`config.mk`:
```
export PLATFORM = sky130hd
export DESIGN_NAME = seg7_scan_ctrl_flat
export DESIGN_NICKNAME = d
export VERILOG_FILES = /design/src/rtl/seg7_scan_ctrl_pkg.sv /design/src/rtl/seg7_scan_ctrl_if.sv /design/src/rtl/seg7_9.sv /design/src/rtl/seg7_scan_ctrl.sv /design/src/flat_wrapper.sv
export SDC_FILE = /design/constraint.sdc
export NUM_CORES = 1
export LEC_CHECK = 0
export CAP_MARGIN = 20
export CORE_UTILIZATION = 35
export CTS_CLUSTER_DIAMETER = 100
export DETAILED_ROUTE_END_ITERATION = 16
export PLACE_DENSITY_LB_ADDON = 0.05
export REMOVE_ABC_BUFFERS = 1
export SKIP_CTS_REPAIR_TIMING = 1
export SKIP_LAST_GASP = 1
export SLEW_MARGIN = 20
export SYNTH_ARGS = -nofsm -noshare
export SYNTH_HDL_FRONTEND = slang
export SYNTH_HIERARCHICAL = 1
export SYNTH_SLANG_ARGS = --single-unit
```
`constraint.sdc`:
```
create_clock -name clk -period 3.5 [get_ports clk]
set_input_delay 0.7 -clock clk [delete_from_list [all_inputs] [get_ports clk]]
set_output_delay 0.7 -clock clk [all_outputs]
set_load 0.01 [all_outputs]
```
`src/rtl/seg7_scan_ctrl_pkg.sv`:
```
// Shared definitions for the multiplexed 7-segment scan controller:
// blank pattern, scan FSM states and a counter width helper.
package seg7_pkg;

   // All segments off on a common-anode, active-low display
   localparam logic [6:0] SEG_BLANK = 7'h7F;

   typedef enum logic [1:0] {
      IDLE  = 2'd0,
      BLANK = 2'd1,
      ON    = 2'd2
   } state_e;

   // Bits needed for a counter that runs 0 .. n-1 (never less than one bit)
   function automatic int cnt_w(input int n);
      return (n <= 2) ? 1 : $clog2(n);
   endfunction

endpackage

```
`src/rtl/seg7_scan_ctrl_if.sv`:
```
// Bundle between the time-keeping logic (master) and the scan controller
// (slave): BCD time plus display controls in, segment/anode pins out.
interface seg7_scan_ctrl_if #(
   parameter int NUM_DIGITS = 6
);
   logic                      en;
   logic [4*NUM_DIGITS-1:0]   digits_in;
   logic [NUM_DIGITS-1:0]     blink_mask;
   logic                      lz_en;
   logic [6:0]                seg;
   logic [NUM_DIGITS-1:0]     an;
   logic                      frame_start;

   modport master (
      output en, digits_in, blink_mask, lz_en,
      input  seg, an, frame_start
   );

   modport slave (
      input  en, digits_in, blink_mask, lz_en,
      output seg, an, frame_start
   );
endinterface

```
`src/rtl/seg7_9.sv`:
```
// BCD-to-7-segment decoder, active-low, bit order {g,f,e,d,c,b,a}.
// Codes above 9 have no defined glyph; the caller masks them.
module seg7_9
   import seg7_pkg::*;
(
   input  logic [3:0] bcd,
   output logic [6:0] seg
);

   // Glyph lookup for decimal digits
   always_comb begin
      case (bcd)
         4'd0:    seg = 7'b1000000;
         4'd1:    seg = 7'b1111001;
         4'd2:    seg = 7'b0100100;
         4'd3:    seg = 7'b0110000;
         4'd4:    seg = 7'b0011001;
         4'd5:    seg = 7'b0010010;
         4'd6:    seg = 7'b0000010;
         4'd7:    seg = 7'b1111000;
         4'd8:    seg = 7'b0000000;
         4'd9:    seg = 7'b0010000;
         default: seg = SEG_BLANK;
      endcase
   end

endmodule

```
`src/rtl/seg7_scan_ctrl.sv`:
```
// Time-multiplexed scan controller for a common-anode 7-segment display.
// Each digit slot starts with a blanking gap (all anodes off, segments
// already showing the next digit) followed by the on time. The BCD value
// and blink mask are captured once per frame so a frame never tears.
module seg7_scan_ctrl
   import seg7_pkg::*;
#(
   parameter int NUM_DIGITS   = 6,
   parameter int SCAN_DIV     = 1000,
   parameter int BLANK_CYC    = 50,
   parameter int BLINK_FRAMES = 64
) (
   input logic             clk,
   input logic             rst,
   seg7_scan_ctrl_if.slave bus
);

   localparam int SLOT_W = cnt_w(SCAN_DIV);
   localparam int FRM_W  = cnt_w(BLINK_FRAMES);
   localparam int IDX_W  = cnt_w(NUM_DIGITS);

   localparam logic [SLOT_W-1:0] SLOT_LAST  = SLOT_W'(SCAN_DIV - 1);
   localparam logic [SLOT_W-1:0] BLANK_LAST = SLOT_W'(BLANK_CYC - 1);
   localparam logic [IDX_W-1:0]  IDX_LAST   = IDX_W'(NUM_DIGITS - 1);
   localparam logic [FRM_W-1:0]  FRM_LAST   = FRM_W'(BLINK_FRAMES - 1);

   state_e                    state_q, state_d;
   logic [IDX_W-1:0]          idx_q, idx_d;
   logic [SLOT_W-1:0]         slot_q, slot_d;
   logic [FRM_W-1:0]          frm_q, frm_d;
   logic                      phase_q, phase_d;
   logic                      seen_q, seen_d;
   logic [4*NUM_DIGITS-1:0]   snap_dig_q, snap_dig_d;
   logic [NUM_DIGITS-1:0]     snap_msk_q, snap_msk_d;
   logic [6:0]                seg_q, seg_d;
   logic [NUM_DIGITS-1:0]     an_q, an_d;
   logic                      fs_q, fs_d;

   logic                      frame_go;
   logic [3:0]                sel_bcd;
   logic                      sel_blink;
   logic [6:0]                dec_seg;

   // Scan sequencing, frame snapshot and blink bookkeeping
   always_comb begin
      state_d    = state_q;
      idx_d      = idx_q;
      slot_d     = slot_q;
      frm_d      = frm_q;
      phase_d    = phase_q;
      seen_d     = seen_q;
      snap_dig_d = snap_dig_q;
      snap_msk_d = snap_msk_q;
      frame_go   = 1'b0;

      case (state_q)
         IDLE: begin
            if (bus.en) begin
               state_d  = BLANK;
               idx_d    = '0;
               slot_d   = '0;
               frame_go = 1'b1;
            end
         end
         BLANK: begin
            slot_d = slot_q + SLOT_W'(1);
            if (slot_q == BLANK_LAST) begin
               state_d = ON;
            end
         end
         ON: begin
            if (slot_q == SLOT_LAST) begin
               slot_d  = '0;
               state_d = BLANK;
               if (idx_q == IDX_LAST) begin
                  idx_d    = '0;
                  frame_go = 1'b1;
               end else begin
                  idx_d = idx_q + IDX_W'(1);
               end
            end else begin
               slot_d = slot_q + SLOT_W'(1);
            end
         end
         default: state_d = IDLE;
      endcase

      // Disable wins from any state and forces a fresh frame on return
      if (!bus.en) begin
         state_d  = IDLE;
         idx_d    = '0;
         slot_d   = '0;
         frame_go = 1'b0;
      end

      // The very first frame after reset does not advance the blink timer
      if (frame_go) begin
         snap_dig_d = bus.digits_in;
         snap_msk_d = bus.blink_mask;
         if (!seen_q) begin
            seen_d = 1'b1;
         end else if (frm_q == FRM_LAST) begin
            frm_d   = '0;
            phase_d = ~phase_q;
         end else begin
            frm_d = frm_q + FRM_W'(1);
         end
      end
   end

   // Pick the snapshot digit and blink bit for the digit about to be shown
   always_comb begin
      sel_bcd   = '0;
      sel_blink = 1'b0;
      for (int i = 0; i < NUM_DIGITS; i++) begin
         if (idx_d == IDX_W'(i)) begin
            sel_bcd   = snap_dig_d[4*i +: 4];
            sel_blink = snap_msk_d[i];
         end
      end
   end

   seg7_9 u_dec (
      .bcd (sel_bcd),
      .seg (dec_seg)
   );

   // Output pins: blanking overrides in priority order, anode for ON only
   always_comb begin
      seg_d = SEG_BLANK;
      an_d  = '1;
      fs_d  = frame_go;
      if (state_d != IDLE) begin
         if (sel_bcd > 4'd9) begin
            seg_d = SEG_BLANK;
         end else if (bus.lz_en && (idx_d == IDX_LAST) && (sel_bcd == 4'd0)) begin
            seg_d = SEG_BLANK;
         end else if (phase_d && sel_blink) begin
            seg_d = SEG_BLANK;
         end else begin
            seg_d = dec_seg;
         end
      end
      if (state_d == ON) begin
         for (int i = 0; i < NUM_DIGITS; i++) begin
            if (idx_d == IDX_W'(i)) begin
               an_d[i] = 1'b0;
            end
         end
      end
   end

   // State and registered outputs
   always_ff @(posedge clk) begin
      if (rst) begin
         state_q    <= IDLE;
         idx_q      <= '0;
         slot_q     <= '0;
         frm_q      <= '0;
         phase_q    <= 1'b0;
         seen_q     <= 1'b0;
         snap_dig_q <= '0;
         snap_msk_q <= '0;
         seg_q      <= SEG_BLANK;
         an_q       <= '1;
         fs_q       <= 1'b0;
      end else begin
         state_q    <= state_d;
         idx_q      <= idx_d;
         slot_q     <= slot_d;
         frm_q      <= frm_d;
         phase_q    <= phase_d;
         seen_q     <= seen_d;
         snap_dig_q <= snap_dig_d;
         snap_msk_q <= snap_msk_d;
         seg_q      <= seg_d;
         an_q       <= an_d;
         fs_q       <= fs_d;
      end
   end

   assign bus.seg         = seg_q;
   assign bus.an          = an_q;
   assign bus.frame_start = fs_q;

endmodule

```
`src/flat_wrapper.sv`:
```
// flat-port wrapper written by rule: the top's interface ports become plain ports
module seg7_scan_ctrl_flat import seg7_pkg::*;
#(
   parameter int NUM_DIGITS   = 6,
   parameter int SCAN_DIV     = 1000,
   parameter int BLANK_CYC    = 50,
   parameter int BLINK_FRAMES = 64
)
  (clk, rst, bus_en, bus_digits_in, bus_blink_mask, bus_lz_en, bus_seg, bus_an, bus_frame_start);
  seg7_scan_ctrl_if #(.NUM_DIGITS(NUM_DIGITS)) bus_i ();
  input logic clk;
  input logic rst;
  input wire logic [$bits(bus_i.en)-1:0] bus_en;
  input wire logic [$bits(bus_i.digits_in)-1:0] bus_digits_in;
  input wire logic [$bits(bus_i.blink_mask)-1:0] bus_blink_mask;
  input wire logic [$bits(bus_i.lz_en)-1:0] bus_lz_en;
  output wire logic [$bits(bus_i.seg)-1:0] bus_seg;
  output wire logic [$bits(bus_i.an)-1:0] bus_an;
  output wire logic [$bits(bus_i.frame_start)-1:0] bus_frame_start;
  assign bus_i.en = bus_en;
  assign bus_i.digits_in = bus_digits_in;
  assign bus_i.blink_mask = bus_blink_mask;
  assign bus_i.lz_en = bus_lz_en;
  assign bus_seg = bus_i.seg;
  assign bus_an = bus_i.an;
  assign bus_frame_start = bus_i.frame_start;
  seg7_scan_ctrl #(.NUM_DIGITS(NUM_DIGITS), .SCAN_DIV(SCAN_DIV), .BLANK_CYC(BLANK_CYC), .BLINK_FRAMES(BLINK_FRAMES)) u_core (.clk(clk), .rst(rst), .bus(bus_i));
endmodule
```
==> run_results.csv, run 1 <==
group,metric,value,unit
yosys,ys_seq_area_frac,0.386,
floorplan,pin_count,48,
placed_design,dpl-instance-area,0.00443,mm²
worst_setup_path,critPathLaunch,"u_core/slot_q[9]",
worst_setup_path,critPathCaptureType,"flop",
yosys,synth_enable_flop_cells,0,
yosys,synth_xor_area_frac,0.0278,
clock_tree,max-clock-path-buffers,2,
sta,maxSlewViolCount,0,
yosys,syn-cell-area,0.00347,mm²
worst_setup_path,startpoint_type,"flop",
power,p_per_area,346,mW/mm²
clock_tree,insertion_delay,350,ps
worst_setup_path,cp_top_family,"simple AND/OR/NAND/NOR gates",
final_layout,instances_no_fill,643,
routing,drt_iter0_drc,123,
worst_setup_path,cp_slowest_cell,"or3b_4",
worst_setup_path,cp_max_fo,15,
final_layout,nNetsFinal,557,
final_layout,diodes,0,
routing,drt-vias-per-instance,4.95,
clock_tree,cts_buffers,9,
worst_setup_path,reg2reg_from,"u_core/slot_q[9]",
clock_tree,clk_pin_slew_worst_paths,80,ps
routing,routed_wl,9160,µm
worst_setup_path,rr_worst_depth,14,
global_route,grt_max_degree,40,
routing,vias,3185,
yosys,ys_async_sr_fraction,0,
worst_setup_path,worstPathRequired,3710,ps
yosys,synth-seq-cells,67,
final_layout,finalInstanceArea,0.00465,mm²
floorplan,die_area,0.0103,mm²
yosys,synthSimpleGateAreaFrac,0.276,
routing,drtAntennaViolNets,0,
placed_design,hpwlAfterDp,6880,µm
yosys,synthCells,412,
final_layout,drive_gt1_frac,0.195,
sta,tightest_slew,516,ps
yosys,synth_flop_cell,"dfxtp_1",
yosys,synthMuxAreaShare,0.0818,
routing,drcViolationCount,0,
clock_tree,cts_tree,"yes",
floorplan,rows,35,
floorplan,die_y,102,µm
yosys,synth_fa_ha_area_frac,0.0469,
sta,clock_skew,8.29,ps
routing,drtPass1Iterations,4,
placed_design,dp.cells,626,
floorplan,die_w,102,µm
power,p_leak,1.97,nW
yosys,postSynthAreaPerCell,8.42,µm²
worst_setup_path,path_class,"reg2reg",
worst_hold_path,hold_path_class,"reg2reg",
clock_tree,clock-sinks,67,
worst_setup_path,critical_path_depth,14,
yosys,synth-compound-area-share,0.134,
run,drv_cap,0,
worst_setup_path,r2r_slack,160,ps
worst_setup_path,endpoint,"u_core/bus.seg[0]",
global_route,overflow,0,
yosys,synth_top_family_by_area,"simple AND/OR/NAND/NOR gates",
sta,fmax,0.299,GHz
global_route,grt_antenna_before_repair,0,
clock_tree,cts_max_level,3,
floorplan,core_area,0.00942,mm²
worst_setup_path,crit_buf_inv,3,
placed_design,gp_congestion,0.810,
sta,min_period,3340,ps
final_layout,areaGrowthSynthToFinish,34.1,%
sta,hold_viol,0,
sta,maxSlewHeadroom,0.656,
worst_setup_path,worst_path_largest_cell_delay,410,ps
worst_setup_path,crit_path_cell_trace,"or3b_4, buf_4, o311a_1, o31ai_4, buf_12, nand2_1, and3_1, or3_1, buf_4, or2_1, a21oi_2, nor2_1, nor2_1, nand3_1",
placed_design,portBuffers,47,
global_route,grt_pass1_vias,3067,
global_route,grt_use_total,0.191,
power,ir_drop,0.203,mV
worst_setup_path,regToRegEndpoint,"u_core/bus.seg[0]",
floorplan,start_util,0.369,
clock_tree,cts-root-buf,"clkbuf_8",
sta,setup_viol,0,
yosys,yosysWarnings,6,
routing,routedWlPerCell,14.3,µm
yosys,yosysUniqueCellTypes,63,
sta,post-route-period-util,0.955,
outcome,outcome,"complete, no violations",
global_route,grt_pass1_wl,15000,µm
worst_setup_path,critical_path_arrival,3550,ps
==> layout make-up <==
class                           instances  area (µm²)
Multi-Input combinational cell        315        2010
Tap cell                              129         161
Clock inverter                          5        30.0
Inverter                               11        41.3
Clock buffer                           10         138
Fill cell                             952        4760
Timing Repair Buffer                  106         930
Sequential cell                        67        1340
==> tightest hold or removal path: stages, from the launching register on <==
cell,delay [ps]
dfxtp_1,310
nand2_1,50
a21oi_1,50
==> per-stage QoR <==
stage          hold slack, ps  setup TNS [ps]  power (mW)  setup WS, ps  utilization
2_1_floorplan             421           -4740       0.939          -886            -
3_3_place_gp              436            -745        1.06          -171        0.470
3_5_place_dp              443           -1260        1.06          -289        0.470
4_1_cts                   457           -3.00        1.64         -3.00        0.488
5_1_grt                   472           -5.13        1.69         -3.20        0.494
6_report                  453               0        1.61           158        0.494
==> layout by cell type, fill, tap and decap left out, types with 10 or more instances in the layout <==
cell / count
inv_1: 11
a21oi_1: 25
o21ai_0: 13
dfxtp_1: 66
nor2_1: 55
mux2i_1: 24
nand3_1: 27
clkbuf_8: 10
buf_4: 57
ha_1: 12
nand2_1: 55
clkdlybuf4s50_1: 47
==> kinds of logic after synthesis <==
| family | Yosys count |
|---|---|
| AOI/OAI and AO/OA | 68 |
| xor gates and xnor gates | 11 |
| adders and majority gates | 13 |
| buffers and inverters | 30 |
| DFF | 67 |
| muxes | 28 |
| and+or+nand+nor | 195 |
==> Yosys cell counts, drive strengths merged (2+ instances only) <==
| master | number | share of area |
|---|---|---|
| nand2b | 7 | 0.013 |
| a31oi | 2 | 0.0036 |
| a211oi | 3 | 0.0079 |
| nor2 | 56 | 0.061 |
| nand2 | 56 | 0.061 |
| nor4 | 4 | 0.015 |
| nor3b | 3 | 0.0065 |
| nand4 | 5 | 0.0090 |
| buf | 10 | 0.025 |
| nor3 | 7 | 0.010 |
| and3 | 7 | 0.013 |
| or2 | 4 | 0.0072 |
| a21oi | 27 | 0.041 |
| inv | 11 | 0.012 |
| or3 | 2 | 0.0036 |
| xnor2 | 6 | 0.015 |
| o22a | 2 | 0.0050 |
| dfxtp | 67 | 0.39 |
| ha | 13 | 0.047 |
| clkbuf | 9 | 0.0097 |
| a21o | 2 | 0.0043 |
| nor4b | 2 | 0.0050 |
| and2 | 5 | 0.0090 |
| xor2 | 5 | 0.013 |
| mux2 | 3 | 0.0097 |
| nor2b | 2 | 0.0036 |
| o21ai | 17 | 0.025 |
| nand3 | 27 | 0.039 |
| mux2i | 25 | 0.072 |
==> worst min-delay path by stage <==
stage | startpoint | to | cells after the start
2_1_floorplan | u_core/snap_dig_q[14] | u_core/snap_dig_q[14] | 2
3_3_place_gp | u_core/snap_msk_q[1] | u_core/snap_msk_q[1] | 2
3_5_place_dp | u_core/snap_dig_q[14] | u_core/snap_dig_q[14] | 2
4_1_cts | u_core/snap_msk_q[1] | u_core/snap_msk_q[1] | 2
5_1_grt | u_core/snap_msk_q[1] | u_core/snap_msk_q[1] | 2
6_report | u_core/snap_msk_q[1] | u_core/snap_msk_q[1] | 2
==> report_power, final <==
group	switching, mW	internal [mW]
logic	0.116	0.125
clock network	0.297	0.268
registers	0.0124	0.792
==> metal layers <==
metal	global-route usage	vias to the layer above	part of all wire
met2	0.317	48	0.47
li1	-	1629	-
met4	0.0669	0	0.011
met5	0	-	0
met1	0.245	1500	0.47
met3	0.0414	8	0.045
==> flip-flops by register name, indices dropped and copies added (netlist names) <==
| register | cells |
|---|---|
| u_core/slot_q | 10 |
| u_core/snap_dig_q | 24 |
| u_core/seen_q | 1 |
| u_core/phase_q | 1 |
| u_core/state_q | 2 |
| u_core/frm_q | 6 |
| u_core/bus.frame_start | 1 |
| u_core/idx_q | 3 |
| u_core/snap_msk_q | 6 |
| u_core/bus.seg | 7 |
| u_core/bus.an | 6 |
No activity file was read; power rests on OpenSTA's default activity.
==> run 2, diff against run 1 <==
--- a/config.mk
+++ b/config.mk
@@ -6,7 +6,9 @@
 export NUM_CORES = 1
 export LEC_CHECK = 0
 export CAP_MARGIN = 20
-export CORE_UTILIZATION = 35
+export CELL_PAD_IN_SITES_DETAIL_PLACEMENT = 2
+export CELL_PAD_IN_SITES_GLOBAL_PLACEMENT = 2
+export CORE_UTILIZATION = 30
 export CTS_CLUSTER_DIAMETER = 100
 export DETAILED_ROUTE_END_ITERATION = 16
 export PLACE_DENSITY_LB_ADDON = 0.05
==> run 2 against run 1 <==
Wire length increased by 26%; fmax is 0.48% higher; global-route usage up 0.80 points; critical path depth is 2 higher; worst hold slack better by 4.5 ps; design area is 7.0% higher; clock power grew 52%; first-iteration DRC count down 19%; non-clock buffer count rose by 21; worst setup slack improved by 16 ps; critical path type unchanged.
==> run_results.csv, run 2 (synthesis results as in run 1) <==
group,metric,value,unit
outcome,outcome,"complete, no violations",
routing,drt-vias-per-instance,5.02,
global_route,grt_max_degree,40,
power,combPwrFrac,0.145,
clock_tree,clk_pin_slew_worst_paths,50,ps
worst_setup_path,worst_path_largest_cell_delay,410,ps
worst_setup_path,rr_worst_depth,16,
floorplan,die_area,0.0120,mm²
worst_setup_path,startpoint_type,"flop",
sta,min_period,3330,ps
run,drv_cap,0,
power,p_sw_frac,0.255,
worst_setup_path,crit_path_cell_trace,"or3b_4, buf_4, nor4_4, buf_4, mux2i_2, buf_4, buf_4, a2111oi_2, buf_4, or3_4, buf_4, nand2b_1, nor2_2, nor2_1, nor2_1, nand3_1",
worst_setup_path,critPathLaunch,"u_core/slot_q[3]",
worst_setup_path,worstPathRequired,3690,ps
placed_design,portBuffers,47,
clock_tree,insertion_delay,340,ps
floorplan,start_util,0.313,
placed_design,dpl-instance-area,0.00456,mm²
worst_setup_path,cp_top_family,"simple AND/OR/NAND/NOR gates",
routing,routed_wl,11500,µm
final_layout,finalInstanceArea,0.00498,mm²
final_layout,layout_common_cells,"buf_4, dfxtp_1, nand2_1",
worst_setup_path,crit_buf_inv,6,
clock_tree,cts_buffers,9,
final_layout,drive_gt1_frac,0.244,
worst_setup_path,reg2reg_from,"u_core/slot_q[3]",
power,power,1.95,mW
final_layout,fillCellCount,1271,
floorplan,rows,38,
sta,fmax,0.301,GHz
power,p_switching,497,µW
sta,setup_viol,0,
worst_setup_path,endpoint,"u_core/bus.seg[6]",
worst_setup_path,path_class,"reg2reg",
global_route,grt_antenna_before_repair,0,
worst_setup_path,critical_path_depth,16,
worst_setup_path,regToRegEndpoint,"u_core/bus.seg[6]",
floorplan,die_w,110,µm
sta,maxSlewHeadroom,0.633,
final_layout,largest_reg_flops,24,
final_layout,seqCellArea,0.00134,mm²
power,p_clk_frac,0.441,
worst_setup_path,r2r_slack,170,ps
routing,drtAntennaViolNets,0,
placed_design,hpwlAfterDp,8650,µm
worst_setup_path,path_common_cell,"buf_4",
routing,drtPass1Iterations,4,
routing,drt_iter0_drc,100,
worst_setup_path,cp_max_fo,7,
sta,maxSlewViolCount,0,
power,seq_power_share,0.414,
sta,post-route-period-util,0.950,
worst_setup_path,cp_slowest_cell,"or3b_4",
routing,drcViolationCount,0,
power,p_leak,2.13,nW
routing,routedWlPerCell,17.0,µm
sta,clock_skew,4.50,ps
final_layout,diodes,0,
sta,hold_viol,0,
power,power.internal,1.45,mW
final_layout,nNetsFinal,578,
clock_tree,clock-sinks,67,
worst_hold_path,hold_path_class,"reg2reg",
clock_tree,cts_max_level,3,
global_route,grt_use_total,0.199,
global_route,grt_pass1_wl,17900,µm
final_layout,final_common_cell,"buf_4",
clock_tree,max-clock-path-buffers,2,
final_layout,multi_input_area,0.00204,mm²
routing,vias,3396,
sta,tightest_slew,547,ps
placed_design,gp_congestion,0.814,
global_route,grt_pass1_vias,3616,
floorplan,die_y,110,µm
final_layout,max_flop_register,"u_core/snap_dig_q",
worst_setup_path,critical_path_arrival,3520,ps
global_route,overflow,0,
sta,fin_setup_tns,0,ps
floorplan,pin_count,48,
floorplan,core_area,0.0111,mm²
power,p_per_area,391,mW/mm²
clock_tree,cts_tree,"yes",
final_layout,areaGrowthSynthToFinish,43.5,%
power,ir_drop,0.183,mV
clock_tree,cts-root-buf,"clkbuf_16",
worst_setup_path,critPathCaptureType,"flop",
## run 2: worst min path at each step
stage                                     start               endpoint  slack [ps]  cells past startpoint
after floorplan           u_core/snap_dig_q[14]  u_core/snap_dig_q[14]         420                      2
after global placement    u_core/snap_dig_q[21]  u_core/snap_dig_q[21]         440                      2
after detailed placement   u_core/snap_msk_q[1]   u_core/snap_msk_q[1]         450                      2
after CTS                  u_core/snap_msk_q[1]   u_core/snap_msk_q[1]         460                      2
after global routing       u_core/snap_dig_q[3]   u_core/snap_dig_q[3]         480                      2
final                      u_core/snap_msk_q[1]   u_core/snap_msk_q[1]         460                      2
## run 2: through the flow
stage / hold WS (ps) / utilization / cells / worst slack, ps
global route: 480 / 0.450 / 676 / -16.8
CTS: 460 / 0.437 / 667 / -47.8
floorplan: 421 / - / 393 / -886
detailed placement: 451 / 0.411 / 651 / -303
global placement: 443 / 0.411 / 651 / -154
finish: 457 / 0.450 / 676 / 174
## run 2: area by class of cell
type | count | area share
clock inverter | 5 | 0.00553
clock buffer | 11 | 0.0508
inverter | 11 | 0.00829
timing repair buffer | 127 | 0.221
multi-input combinational | 315 | 0.410
sequential | 67 | 0.269
tap | 140 | 0.0352
## run 2: routing by layer
metal,global-route usage,routed length (µm)
met5,0,0
met4,0.0924,259
met3,0.0285,229
met2,0.357,5920
met1,0.233,5100
## run 2: worst reg2reg max path: cells and delay by family, from the launching register on
family          cells  cell delay [ps]
mux                 1              220
buf+inv             6              960
compound gates      1               40
simple gates        8             1650
flops               1              310
## run 2: power groups by stage
stage	combinational [mW]	clock, mW	sequential [mW]
floorplan	0.117	0	0.822
global placement	0.260	0	0.822
detailed placement	0.272	0	0.823
CTS	0.275	0.888	0.807
global route	0.310	0.913	0.809
finish	0.283	0.859	0.807
